[src/rtl/laplacian_pkg.sv]
// laplacian_pkg: shared widths, saturation limits and FSM states for the 3x3 Laplacian kernel
package laplacian_pkg;
    localparam int PIX_W = 8;
    localparam int OUT_W = 9;
    localparam int OUT_MAX = 255;
    localparam int OUT_MIN = -256;
    typedef enum logic [1:0] {IDLE, SUM, OUT, DONE} state_t;
endpackage

[src/rtl/laplacian_3x3_sat_signed.sv]
// sat_signed: clamps a signed IN_W-bit value into the signed W-bit result range
module sat_signed
    import laplacian_pkg::*;
#(
    parameter int IN_W = 11,
    parameter int W = OUT_W
) (
    input  logic signed [IN_W-1:0] in_i,
    output logic signed [W-1:0]    out_o
);
    localparam logic signed [IN_W-1:0] MAX_V = IN_W'(OUT_MAX);
    localparam logic signed [IN_W-1:0] MIN_V = IN_W'(OUT_MIN);
    assign out_o = (in_i > MAX_V) ? W'(OUT_MAX) : (in_i < MIN_V) ? W'(OUT_MIN) : in_i[W-1:0];
endmodule

[src/rtl/laplacian_3x3.sv]
// laplacian_3x3: registered 4-neighbour Laplacian with en/done level handshake
module laplacian_3x3
    import laplacian_pkg::*;
(
    input  logic                    clk_i,
    input  logic                    rst_i,
    input  logic                    en_i,
    input  logic [PIX_W-1:0]        data_i_0,
    input  logic [PIX_W-1:0]        data_i_1,
    input  logic [PIX_W-1:0]        data_i_2,
    input  logic [PIX_W-1:0]        data_i_3,
    input  logic [PIX_W-1:0]        data_i_4,
    input  logic [PIX_W-1:0]        data_i_5,
    input  logic [PIX_W-1:0]        data_i_6,
    input  logic [PIX_W-1:0]        data_i_7,
    input  logic [PIX_W-1:0]        data_i_8,
    output logic signed [OUT_W-1:0] data_o,
    output logic                    sonuc_done
);
    state_t state_q, state_d;
    logic [PIX_W-1:0] pix_q [9];
    logic [PIX_W-1:0] pix_d [9];
    logic [PIX_W+1:0] nsum_q, nsum_d, c4_q, c4_d;
    logic signed [OUT_W-1:0] data_q, data_d, sat_o;
    logic done_q, done_d;
    logic signed [PIX_W+2:0] r;
    assign r = $signed({1'b0, c4_q}) - $signed({1'b0, nsum_q});
    sat_signed #(.IN_W(PIX_W + 3), .W(OUT_W)) u_sat (.in_i(r), .out_o(sat_o));
    always_comb begin
        state_d = state_q;
        pix_d = pix_q;
        nsum_d = nsum_q;
        c4_d = c4_q;
        data_d = data_q;
        done_d = done_q;
        case (state_q)
            IDLE: if (en_i) begin
                pix_d = '{data_i_0, data_i_1, data_i_2, data_i_3, data_i_4,
                          data_i_5, data_i_6, data_i_7, data_i_8};
                state_d = SUM;
            end
            SUM: begin
                nsum_d = (PIX_W+2)'(pix_q[1]) + (PIX_W+2)'(pix_q[3])
                       + (PIX_W+2)'(pix_q[5]) + (PIX_W+2)'(pix_q[7]);
                c4_d = {pix_q[4], 2'b00};
                state_d = en_i ? OUT : IDLE;
            end
            OUT: begin
                data_d = en_i ? sat_o : data_q;
                done_d = en_i;
                state_d = en_i ? DONE : IDLE;
            end
            DONE: begin
                done_d = en_i;
                state_d = en_i ? DONE : IDLE;
            end
            default: state_d = IDLE;
        endcase
    end
    always_ff @(posedge clk_i) begin
        if (!rst_i) begin
            state_q <= IDLE;
            pix_q <= '{default: '0};
            nsum_q <= '0;
            c4_q <= '0;
            data_q <= '0;
            done_q <= 1'b0;
        end else begin
            state_q <= state_d;
            pix_q <= pix_d;
            nsum_q <= nsum_d;
            c4_q <= c4_d;
            data_q <= data_d;
            done_q <= done_d;
        end
    end
    assign data_o = data_q;
    assign sonuc_done = done_q;
endmodule

[config.mk]
export PLATFORM = sky130hd
export DESIGN_NAME = laplacian_3x3
export DESIGN_NICKNAME = d
export VERILOG_FILES = /design/src/rtl/laplacian_pkg.sv /design/src/rtl/laplacian_3x3_sat_signed.sv /design/src/rtl/laplacian_3x3.sv
export SDC_FILE = /design/constraint.sdc
export NUM_CORES = 1
export LEC_CHECK = 0
export ABC_AREA = 0
export CAP_MARGIN = 20
export CORE_MARGIN = 2
export CORE_UTILIZATION = 50
export CTS_BUF_LIST = sky130_fd_sc_hd__clkbuf_4 sky130_fd_sc_hd__clkbuf_8
export DETAILED_ROUTE_END_ITERATION = 6
export PLACE_DENSITY = 0.85
export SYNTH_ARGS = -nofsm -noshare
export SYNTH_HDL_FRONTEND = slang
export SYNTH_SLANG_ARGS = --single-unit
export TNS_END_PERCENT = 1
[constraint.sdc]
create_clock -name clk_i -period 6.7 [get_ports clk_i]
set_clock_uncertainty 0.05 [all_clocks]
set_input_delay 1.34 -clock clk_i [delete_from_list [all_inputs] [get_ports clk_i]]
set_output_delay 1.34 -clock clk_i [all_outputs]
set_load 0.01 [all_outputs]
==> impl_results.html, run 1 <==
<table>
<tr><th>Metric</th><th>Value</th></tr>
<tr><th colspan="2">Critical path</th></tr>
<tr><td>Reg-to-Reg Start</td><td>pix_q[9]$_SDFFE_PN0P_</td></tr>
<tr><td>Type of the worst setup path</td><td>flop to flop</td></tr>
<tr><td>Cell-by-cell trace of the critical path</td><td>inv_1 -&gt; fa_1 -&gt; fa_1 -&gt; inv_1 -&gt; ha_1 -&gt; inv_1 -&gt; fa_1 -&gt; nor2b_1 -&gt; o21ai_0 -&gt; a21boi_0 -&gt; o21ai_0 -&gt; a21boi_0 -&gt; nor3_1 -&gt; o21a_1</td></tr>
<tr><td>Worst Path Max Fanout</td><td>2</td></tr>
<tr><td>Data required time at the worst endpoint</td><td>6.89 ns</td></tr>
<tr><td>Delay contributed by the slowest stage of the critical path</td><td>0.56 ns</td></tr>
<tr><td>Critical path endpoint category</td><td>flop</td></tr>
<tr><td>Data arrival, critical path</td><td>3.63 ns</td></tr>
<tr><td>Family with the most delay on the worst path</td><td>adder cells</td></tr>
<tr><td>Worst Path Buf+Inv</td><td>3</td></tr>
<tr><td>Source of the critical timing path</td><td>pix_q[9]$_SDFFE_PN0P_</td></tr>
<tr><td>Type of element launching the critical path</td><td>flop</td></tr>
<tr><td>Flop-to-flop setup slack</td><td>about 3.3 ns</td></tr>
<tr><td>Worst-path cell with the longest stage delay</td><td>fa_1</td></tr>
<tr><th colspan="2">Die</th></tr>
<tr><td>Horizontal die dimension</td><td>91.4 um</td></tr>
<tr><td>Starting utilization of the core area</td><td>0.521</td></tr>
<tr><td>Count of pins on the block boundary</td><td>85</td></tr>
<tr><td>Row Count</td><td>31</td></tr>
<tr><td>Standard cell core area</td><td>around 0.0073 mm^2</td></tr>
<tr><td>Die Outline Area</td><td>0.00836 mm^2</td></tr>
<tr><td>Chip height</td><td>91.4 um</td></tr>
<tr><th colspan="2">Drt</th></tr>
<tr><td>Antenna violation net count after detailed routing</td><td>0</td></tr>
<tr><td>Wire per inst</td><td>12.7 um</td></tr>
<tr><td>Number of violations reported at the end of detailed-routing iteration 0</td><td>102</td></tr>
<tr><td>Via-per-instance ratio</td><td>5.14</td></tr>
<tr><td>Number of vias after detailed routing</td><td>3110</td></tr>
<tr><td>Uppermost layer routed</td><td>met4</td></tr>
<tr><td>Number of detailed-route iterations in the first pass</td><td>4</td></tr>
<tr><td>Detailed-routed wire length on met3</td><td>232 um</td></tr>
<tr><td>Routed metal-1 wire length</td><td>3430 um</td></tr>
<tr><td>Post-route DRC</td><td>0</td></tr>
<tr><td>Sum of routed wire length over all layers</td><td>7710 um</td></tr>
<tr><td>Detailed route wirelength on metal2</td><td>~3900 um</td></tr>
<tr><th colspan="2">Timing</th></tr>
<tr><td>Fmax</td><td>0.291 GHz</td></tr>
<tr><td>Worst-case headroom to the max-slew limit</td><td>0.358</td></tr>
<tr><td>Count of final hold-check violations</td><td>0</td></tr>
<tr><td>Final period demand of the worst path</td><td>~3.4 ns</td></tr>
<tr><td>Final Setup Violations</td><td>0</td></tr>
<tr><td>RSZ-0062 raised after global routing</td><td>false</td></tr>
<tr><td>Slew at the pin with the worst max-slew slack</td><td>0.963 ns</td></tr>
<tr><td>Ratio of final minimum period to clock period</td><td>0.513</td></tr>
<tr><td>Min Hold Slack</td><td>0.418 ns</td></tr>
<tr><td>Accumulated negative setup slack</td><td>0 ns</td></tr>
<tr><td>Final number of max-transition violations</td><td>0</td></tr>
<tr><th colspan="2">Clock tree</th></tr>
<tr><td>Clock H-tree levels</td><td>3</td></tr>
<tr><td>Number of buffers inserted to repair setup after CTS</td><td>0</td></tr>
<tr><td>Cts repair resizes</td><td>0</td></tr>
<tr><td>Clock insertion delay at the later pin of the skew report</td><td>~0.35 ns</td></tr>
<tr><td>Sink Count</td><td>70</td></tr>
<tr><td>Deepest clock path buffer count</td><td>2</td></tr>
<tr><td>CTS Root Cell</td><td>clkbuf_8</td></tr>
<tr><td>Hold Buf Count CTS</td><td>0</td></tr>
<tr><td>Clock edge transition at the registers on the reported setup and hold paths</td><td>about 0.07 ns</td></tr>
<tr><td>Number of buffers created by CTS</td><td>9</td></tr>
<tr><td>Clock tree from TritonCTS</td><td>done</td></tr>
<tr><th colspan="2">Placement</th></tr>
<tr><td>Weighted congestion at the end of routability-driven global placement</td><td>0.856</td></tr>
<tr><td>Port Buffers</td><td>52</td></tr>
<tr><td>Number of placed instances with taps included</td><td>588</td></tr>
<tr><td>Hpwl dp</td><td>5630 um</td></tr>
<tr><th colspan="2">Yosys</th></tr>
<tr><td>Yosys warnings</td><td>0</td></tr>
<tr><td>Post-synthesis register bit count</td><td>70</td></tr>
<tr><td>Synth top area share</td><td>0.367</td></tr>
<tr><td>Largest cells by area after synthesis</td><td>dfxtp_1, nand2_1, a21boi_0</td></tr>
<tr><td>Leading area contributor after synthesis</td><td>dfxtp_1</td></tr>
<tr><td>Share of synthesized area occupied by flip-flops and latches</td><td>0.367</td></tr>
<tr><td>Post-synth top flop</td><td>dfxtp_1</td></tr>
<tr><td>Library cell with the highest instance count after synthesis</td><td>nand2_1</td></tr>
<tr><td>Fraction of synthesis flops using an asynchronous set or reset pin</td><td>0</td></tr>
<tr><td>Post-synthesis cell type count</td><td>47</td></tr>
<tr><td>Mapped Cells</td><td>456</td></tr>
<tr><td>Syn Nets</td><td>566</td></tr>
<tr><td>Synthesized area</td><td>0.00382 mm^2</td></tr>
<tr><td>EDFF count, synth</td><td>0</td></tr>
<tr><td>Syn Area/Cell</td><td>8.38 um^2</td></tr>
<tr><td>Synth cell count leaders</td><td>nand2_1, dfxtp_1, a21boi_0</td></tr>
<tr><th colspan="2">Global routing</th></tr>
<tr><td>Global-route wire length before repair</td><td>13300 um</td></tr>
<tr><td>Maximum number of pins on one net before global-route repair</td><td>between 70 and 80</td></tr>
<tr><td>Overall fraction of global-route tracks in use</td><td>0.195</td></tr>
<tr><td>Total congestion overflow</td><td>0</td></tr>
<tr><td>Vias in the first global route</td><td>3083</td></tr>
<tr><td>Antenna violations before repair</td><td>0</td></tr>
<tr><th colspan="2">Finish</th></tr>
<tr><td>Area delta synth-&gt;final</td><td>21.8%</td></tr>
<tr><td>Final Non-Filler Cells</td><td>605</td></tr>
<tr><td>Number of nets at the end of the flow</td><td>~600</td></tr>
<tr><td>Proportion of layout cells with a drive suffix above 1</td><td>0.0632</td></tr>
<tr><td>Diodes inserted</td><td>0</td></tr>
<tr><td>Fillers</td><td>600</td></tr>
<tr><td>Util after Layout</td><td>0.635</td></tr>
<tr><th colspan="2">Worst hold path</th></tr>
<tr><td>Launch point of the worst hold path</td><td>pix_q[27]$_SDFFE_PN0P_</td></tr>
<tr><td>Path class of the lowest-slack min-delay path</td><td>flop to flop</td></tr>
<tr><th colspan="2">Power and ir drop</th></tr>
<tr><td>Power per unit of standard cell area</td><td>~250 mW/mm^2</td></tr>
<tr><td>LEAKAGE</td><td>1.85 nW</td></tr>
<tr><td>Pwr Total</td><td>1.17 mW</td></tr>
<tr><td>Maximum vdd drop</td><td>approximately 0.11 mV</td></tr>
<tr><th colspan="2">Run status</th></tr>
<tr><td>Run status</td><td>finished clean</td></tr>
<tr><th colspan="2">Run</th></tr>
<tr><td>Max-capacitance violation count</td><td>0</td></tr>
</table>
## routing by layer
metal / vias to the layer above / track usage
met5: - / 0
met2: 61 / 0.338
li1: 1584 / -
met1: 1452 / 0.236
met3: 13 / 0.0390
met4: 0 / 0.0783
## cell type report
class                      count  area [um^2]  share of cell area
timing repair buffer          55          538               0.116
tap                           99          124              0.0266
clock inverter                 5          129              0.0277
inverter                      44          165              0.0355
clock buffer                  11          145              0.0312
sequential                    70         1400               0.301
multi-input combinational    321         2150               0.462
## kinds of logic (layout without fill, tap and decap cells)
| group | Yosys count | after routing | synth area share |
|---|---|---|---|
| simple gates | 161 | 161 | 0.179 |
| compound gates | 117 | 117 | 0.220 |
| flops | 70 | 70 | 0.367 |
| buf+inv | 65 | 115 | 0.0704 |
| fa+ha+maj | 35 | 35 | 0.146 |
| xor+xnor | 8 | 8 | 0.0183 |
## per-stage QoR
step	setup slack, ns	area [um^2]
5_1_grt	2.95	4650
6_report	3.26	4650
3_5_place_dp	3.29	4370
3_3_place_gp	3.39	4370
4_1_cts	3.26	4650
2_1_floorplan	3.63	3820
## report_power, final
part	internal (mW)	switching, mW
sequential	0.438	0.0141
combinational	0.118	0.137
clock	0.301	0.163
## cells in the final DEF, fill, tap and decap left out, types with 4 or more instances in the layout
cell type | synthesis | routed
and2_1 | 4 | 4
a21oi_1 | 16 | 16
clkdlybuf4s50_1 | 0 | 51
bufinv_16 | 0 | 4
xor2_1 | 4 | 4
nand3_1 | 6 | 6
inv_1 | 44 | 44
o21a_1 | 4 | 4
dfxtp_1 | 70 | 70
clkbuf_8 | 1 | 10
a21boi_0 | 55 | 55
a21o_1 | 4 | 4
nor2_1 | 9 | 9
xnor2_1 | 4 | 4
ha_1 | 19 | 19
nand2_1 | 125 | 125
fa_1 | 16 | 16
o21ai_0 | 19 | 19
## sequential cells by signal (all words and copies together), names as in the netlist
name,flops
pix_q,40
nsum_q,10
data_o,9
c4_q,8
state_q,2
sonuc_done,1
## worst min-delay path, cell delays in order (launching register included)
cell      delay [ns]
dfxtp_1         0.31
nand2_1         0.05
a21boi_0        0.06
## final timing paths
kind | cells past startpoint | endpoint
worst max-delay path | 14 | nsum_q[7]$_SDFFE_PN0N_
worst min-delay path | 2 | pix_q[27]$_SDFFE_PN0P_
worst max register to register | 14 | nsum_q[7]$_SDFFE_PN0N_
worst min register to register | 2 | pix_q[27]$_SDFFE_PN0P_
Note: power is estimated with default switching activity, not from simulation.
==> run 2, diff against run 1 <==
==> constraint.sdc (replaced) <==
create_clock -name clk_i -period 3.4 [get_ports clk_i]
set_clock_uncertainty 0.05 [all_clocks]
set_input_delay 0.68 -clock clk_i [delete_from_list [all_inputs] [get_ports clk_i]]
set_output_delay 0.68 -clock clk_i [all_outputs]
set_load 0.01 [all_outputs]
==> impl_results.html, run 2 (synthesized netlist as in run 1, its figures left out) <==
<table>
<tr><th>Metric</th><th>Value</th></tr>
<tr><th colspan="2">Power and ir drop</th></tr>
<tr><td>Maximum vdd drop</td><td>0.230 mV (+110%)</td></tr>
<tr><td>Power per unit of standard cell area</td><td>430 mW/mm^2 (+71%)</td></tr>
<tr><td>Pwr Total</td><td>1.96 mW (+67%)</td></tr>
<tr><td>LEAKAGE</td><td>1.81 nW (-2.5%)</td></tr>
<tr><th colspan="2">Finish</th></tr>
<tr><td>Most common cell after layout, fill and taps aside</td><td>nand2_1</td></tr>
<tr><td>Area delta synth-&gt;final</td><td>19.0%</td></tr>
<tr><td>Fillers</td><td>627 (+4.5%)</td></tr>
<tr><td>Max reg flops</td><td>40 (unchanged)</td></tr>
<tr><td>Proportion of layout cells with a drive suffix above 1</td><td>0.0634 (+0.000125)</td></tr>
<tr><td>Leading cell types in the layout, fill and taps excluded</td><td>nand2_1, dfxtp_1, a21boi_0, clkdlybuf4s50_1, inv_1</td></tr>
<tr><td>Number of nets at the end of the flow</td><td>613 (+0.33%)</td></tr>
<tr><td>Biggest register</td><td>pix_q</td></tr>
<tr><td>Diodes inserted</td><td>0 (unchanged)</td></tr>
<tr><th colspan="2">Critical path</th></tr>
<tr><td>Worst setup endpoint</td><td>nsum_q[7]$_SDFFE_PN0N_</td></tr>
<tr><td>Data arrival, critical path</td><td>3.36 ns (-0.27 ns)</td></tr>
<tr><td>Source of the critical timing path</td><td>pix_q[9]$_SDFFE_PN0P_</td></tr>
<tr><td>Worst Path Max Fanout</td><td>2 (unchanged)</td></tr>
<tr><td>Type of the worst setup path</td><td>flop to flop</td></tr>
<tr><td>Critical path endpoint category</td><td>flop</td></tr>
<tr><td>Reg-to-Reg Start</td><td>pix_q[9]$_SDFFE_PN0P_</td></tr>
<tr><td>Reg2Reg Depth</td><td>14 (unchanged)</td></tr>
<tr><td>Type of element launching the critical path</td><td>flop</td></tr>
<tr><td>Flop-to-flop setup slack</td><td>0.23 ns (-3.03 ns)</td></tr>
<tr><td>Data required time at the worst endpoint</td><td>3.59 ns (-3.30 ns)</td></tr>
<tr><td>Worst reg2reg path endpoint</td><td>nsum_q[7]$_SDFFE_PN0N_</td></tr>
<tr><th colspan="2">Drt</th></tr>
<tr><td>Sum of routed wire length over all layers</td><td>7590 um (-1.5%)</td></tr>
<tr><td>Antenna violation net count after detailed routing</td><td>0 (unchanged)</td></tr>
<tr><td>Via-per-instance ratio</td><td>5.12 (-0.38%)</td></tr>
<tr><td>Post-route DRC</td><td>0 (unchanged)</td></tr>
<tr><td>Number of detailed-route iterations in the first pass</td><td>4 (unchanged)</td></tr>
<tr><td>Number of vias after detailed routing</td><td>3093 (-0.55%)</td></tr>
<tr><td>Wire per inst</td><td>12.6 um (-1.3%)</td></tr>
<tr><td>Number of violations reported at the end of detailed-routing iteration 0</td><td>120 (+18%)</td></tr>
<tr><th colspan="2">Placement</th></tr>
<tr><td>Hpwl dp</td><td>5590 um (-0.58%)</td></tr>
<tr><td>Port Buffers</td><td>52 (unchanged)</td></tr>
<tr><td>Weighted congestion at the end of routability-driven global placement</td><td>0.860 (+0.49%)</td></tr>
<tr><th colspan="2">Timing</th></tr>
<tr><td>Slew at the pin with the worst max-slew slack</td><td>0.968 ns (+0.00497 ns)</td></tr>
<tr><td>Min Hold Slack</td><td>0.415 ns (-0.00237 ns)</td></tr>
<tr><td>Final number of max-transition violations</td><td>0 (unchanged)</td></tr>
<tr><td>Ratio of final minimum period to clock period</td><td>0.932 (+0.419)</td></tr>
<tr><td>Fmax</td><td>0.315 GHz (+8.5%)</td></tr>
<tr><td>Final period demand of the worst path</td><td>3.17 ns (-0.270 ns)</td></tr>
<tr><td>Count of final hold-check violations</td><td>0 (unchanged)</td></tr>
<tr><td>Final Setup Violations</td><td>0 (unchanged)</td></tr>
<tr><td>Worst-case headroom to the max-slew limit</td><td>0.355 (-0.00331)</td></tr>
<tr><th colspan="2">Global routing</th></tr>
<tr><td>Overall fraction of global-route tracks in use</td><td>0.195 (-0.000639)</td></tr>
<tr><td>Met1 usage</td><td>0.240 (+0.00402)</td></tr>
<tr><td>Vias in the first global route</td><td>2966 (-3.8%)</td></tr>
<tr><td>Total congestion overflow</td><td>0 (unchanged)</td></tr>
<tr><td>Global-route wire length before repair</td><td>13200 um (-1.1%)</td></tr>
<tr><td>Antenna violations before repair</td><td>0 (unchanged)</td></tr>
<tr><td>Most used routing layer</td><td>met2</td></tr>
<tr><td>Global routing met2 resource utilization</td><td>0.324 (-0.0141)</td></tr>
<tr><td>Met3 Use GR</td><td>0.0465 (+0.00747)</td></tr>
<tr><td>Maximum number of pins on one net before global-route repair</td><td>72 (unchanged)</td></tr>
<tr><th colspan="2">Die</th></tr>
<tr><td>Die Outline Area</td><td>0.00836 mm^2 (unchanged)</td></tr>
<tr><td>Starting utilization of the core area</td><td>0.521 (unchanged)</td></tr>
<tr><td>Count of pins on the block boundary</td><td>85 (unchanged)</td></tr>
<tr><td>Row Count</td><td>31 (unchanged)</td></tr>
<tr><td>Horizontal die dimension</td><td>91.4 um (unchanged)</td></tr>
<tr><td>Standard cell core area</td><td>0.00733 mm^2 (unchanged)</td></tr>
<tr><td>Chip height</td><td>91.4 um (unchanged)</td></tr>
<tr><th colspan="2">Clock tree</th></tr>
<tr><td>Hold Buf Count CTS</td><td>0 (unchanged)</td></tr>
<tr><td>Clock edge transition at the registers on the reported setup and hold paths</td><td>0.07 ns (about the same)</td></tr>
<tr><td>Sink Count</td><td>70 (unchanged)</td></tr>
<tr><td>Number of buffers created by CTS</td><td>9 (unchanged)</td></tr>
<tr><td>Clock tree from TritonCTS</td><td>done</td></tr>
<tr><td>CTS Root Cell</td><td>clkbuf_8</td></tr>
<tr><td>Deepest clock path buffer count</td><td>2 (unchanged)</td></tr>
<tr><td>Clock H-tree levels</td><td>3 (unchanged)</td></tr>
<tr><td>Clock insertion delay at the later pin of the skew report</td><td>0.35 ns (about the same)</td></tr>
<tr><th colspan="2">Run</th></tr>
<tr><td>Max-capacitance violation count</td><td>0 (unchanged)</td></tr>
<tr><th colspan="2">Worst hold path</th></tr>
<tr><td>Path class of the lowest-slack min-delay path</td><td>flop to flop</td></tr>
<tr><th colspan="2">Run status</th></tr>
<tr><td>Run status</td><td>finished clean</td></tr>
</table>
-- run 2: what timing repair did --
action                     CTS  global route
resized for setup            0             5
buffers inserted             0             1
setup endpoints to repair    0             2
-- run 2: per-stage QoR --
step	TNS (ns)	std cells	setup WS, ns	utilization	area, um^2
2_1_floorplan	0	456	0.329	-	3820
3_3_place_gp	0	589	0.141	0.598	4380
3_5_place_dp	0	589	0.0508	0.598	4380
4_1_cts	0	602	0.0185	0.618	4530
5_1_grt	-0.0345	604	-0.0345	0.621	4550
6_report	0	604	0.230	0.621	4550
-- run 2: layer usage --
layer | up-vias | wire [um]
li1 | 1583 | -
met1 | 1426 | 3340
met2 | 66 | 3750
met3 | 18 | 308
met4 | 0 | 191
met5 | - | 0
-- run 2: power by group --
group          switching [mW]  internal [mW]
registers              0.0281          0.864
clock network           0.291          0.268
logic                   0.272          0.234
-- run 2: area by class of cell --
| class | count | area, um^2 | share of cell area |
|---|---|---|---|
| Clock buffer | 11 | 139 | 0.0305 |
| Clock inverter | 2 | 12.5 | 0.00275 |
| Inverter | 44 | 165 | 0.0363 |
| Multi-Input combinational cell | 321 | 2150 | 0.474 |
| Sequential cell | 70 | 1400 | 0.308 |
| Tap cell | 99 | 124 | 0.0272 |
| Timing Repair Buffer | 57 | 553 | 0.122 |
-- run 2: how the worst min path moves through the flow --
stage,startpoint,endpoint,slack [ns],depth (start not counted)
floorplan,nsum_q[3]$_SDFFE_PN0N_,nsum_q[3]$_SDFFE_PN0N_,0.39,2
global placement,pix_q[32]$_SDFFE_PN0P_,c4_q[2]$_SDFFE_PN0N_,0.40,2
detailed placement,pix_q[34]$_SDFFE_PN0P_,c4_q[4]$_SDFFE_PN0N_,0.41,2
CTS,nsum_q[3]$_SDFFE_PN0N_,nsum_q[3]$_SDFFE_PN0N_,0.42,2
global route,pix_q[28]$_SDFFE_PN0P_,pix_q[28]$_SDFFE_PN0P_,0.44,2
finish,nsum_q[3]$_SDFFE_PN0N_,nsum_q[3]$_SDFFE_PN0N_,0.42,2
-- run 2: worst max-delay path, cell delays in order (launching register included) --
cell	delay [ns]
dfxtp_1	0.33
inv_1	0.06
fa_1	0.56
fa_1	0.43
inv_1	0.07
ha_1	0.17
inv_1	0.06
fa_1	0.39
nor2b_2	0.14
o21ai_1	0.08
a21boi_1	0.21
o21ai_1	0.10
a21boi_1	0.17
nor3_1	0.06
o21a_1	0.19
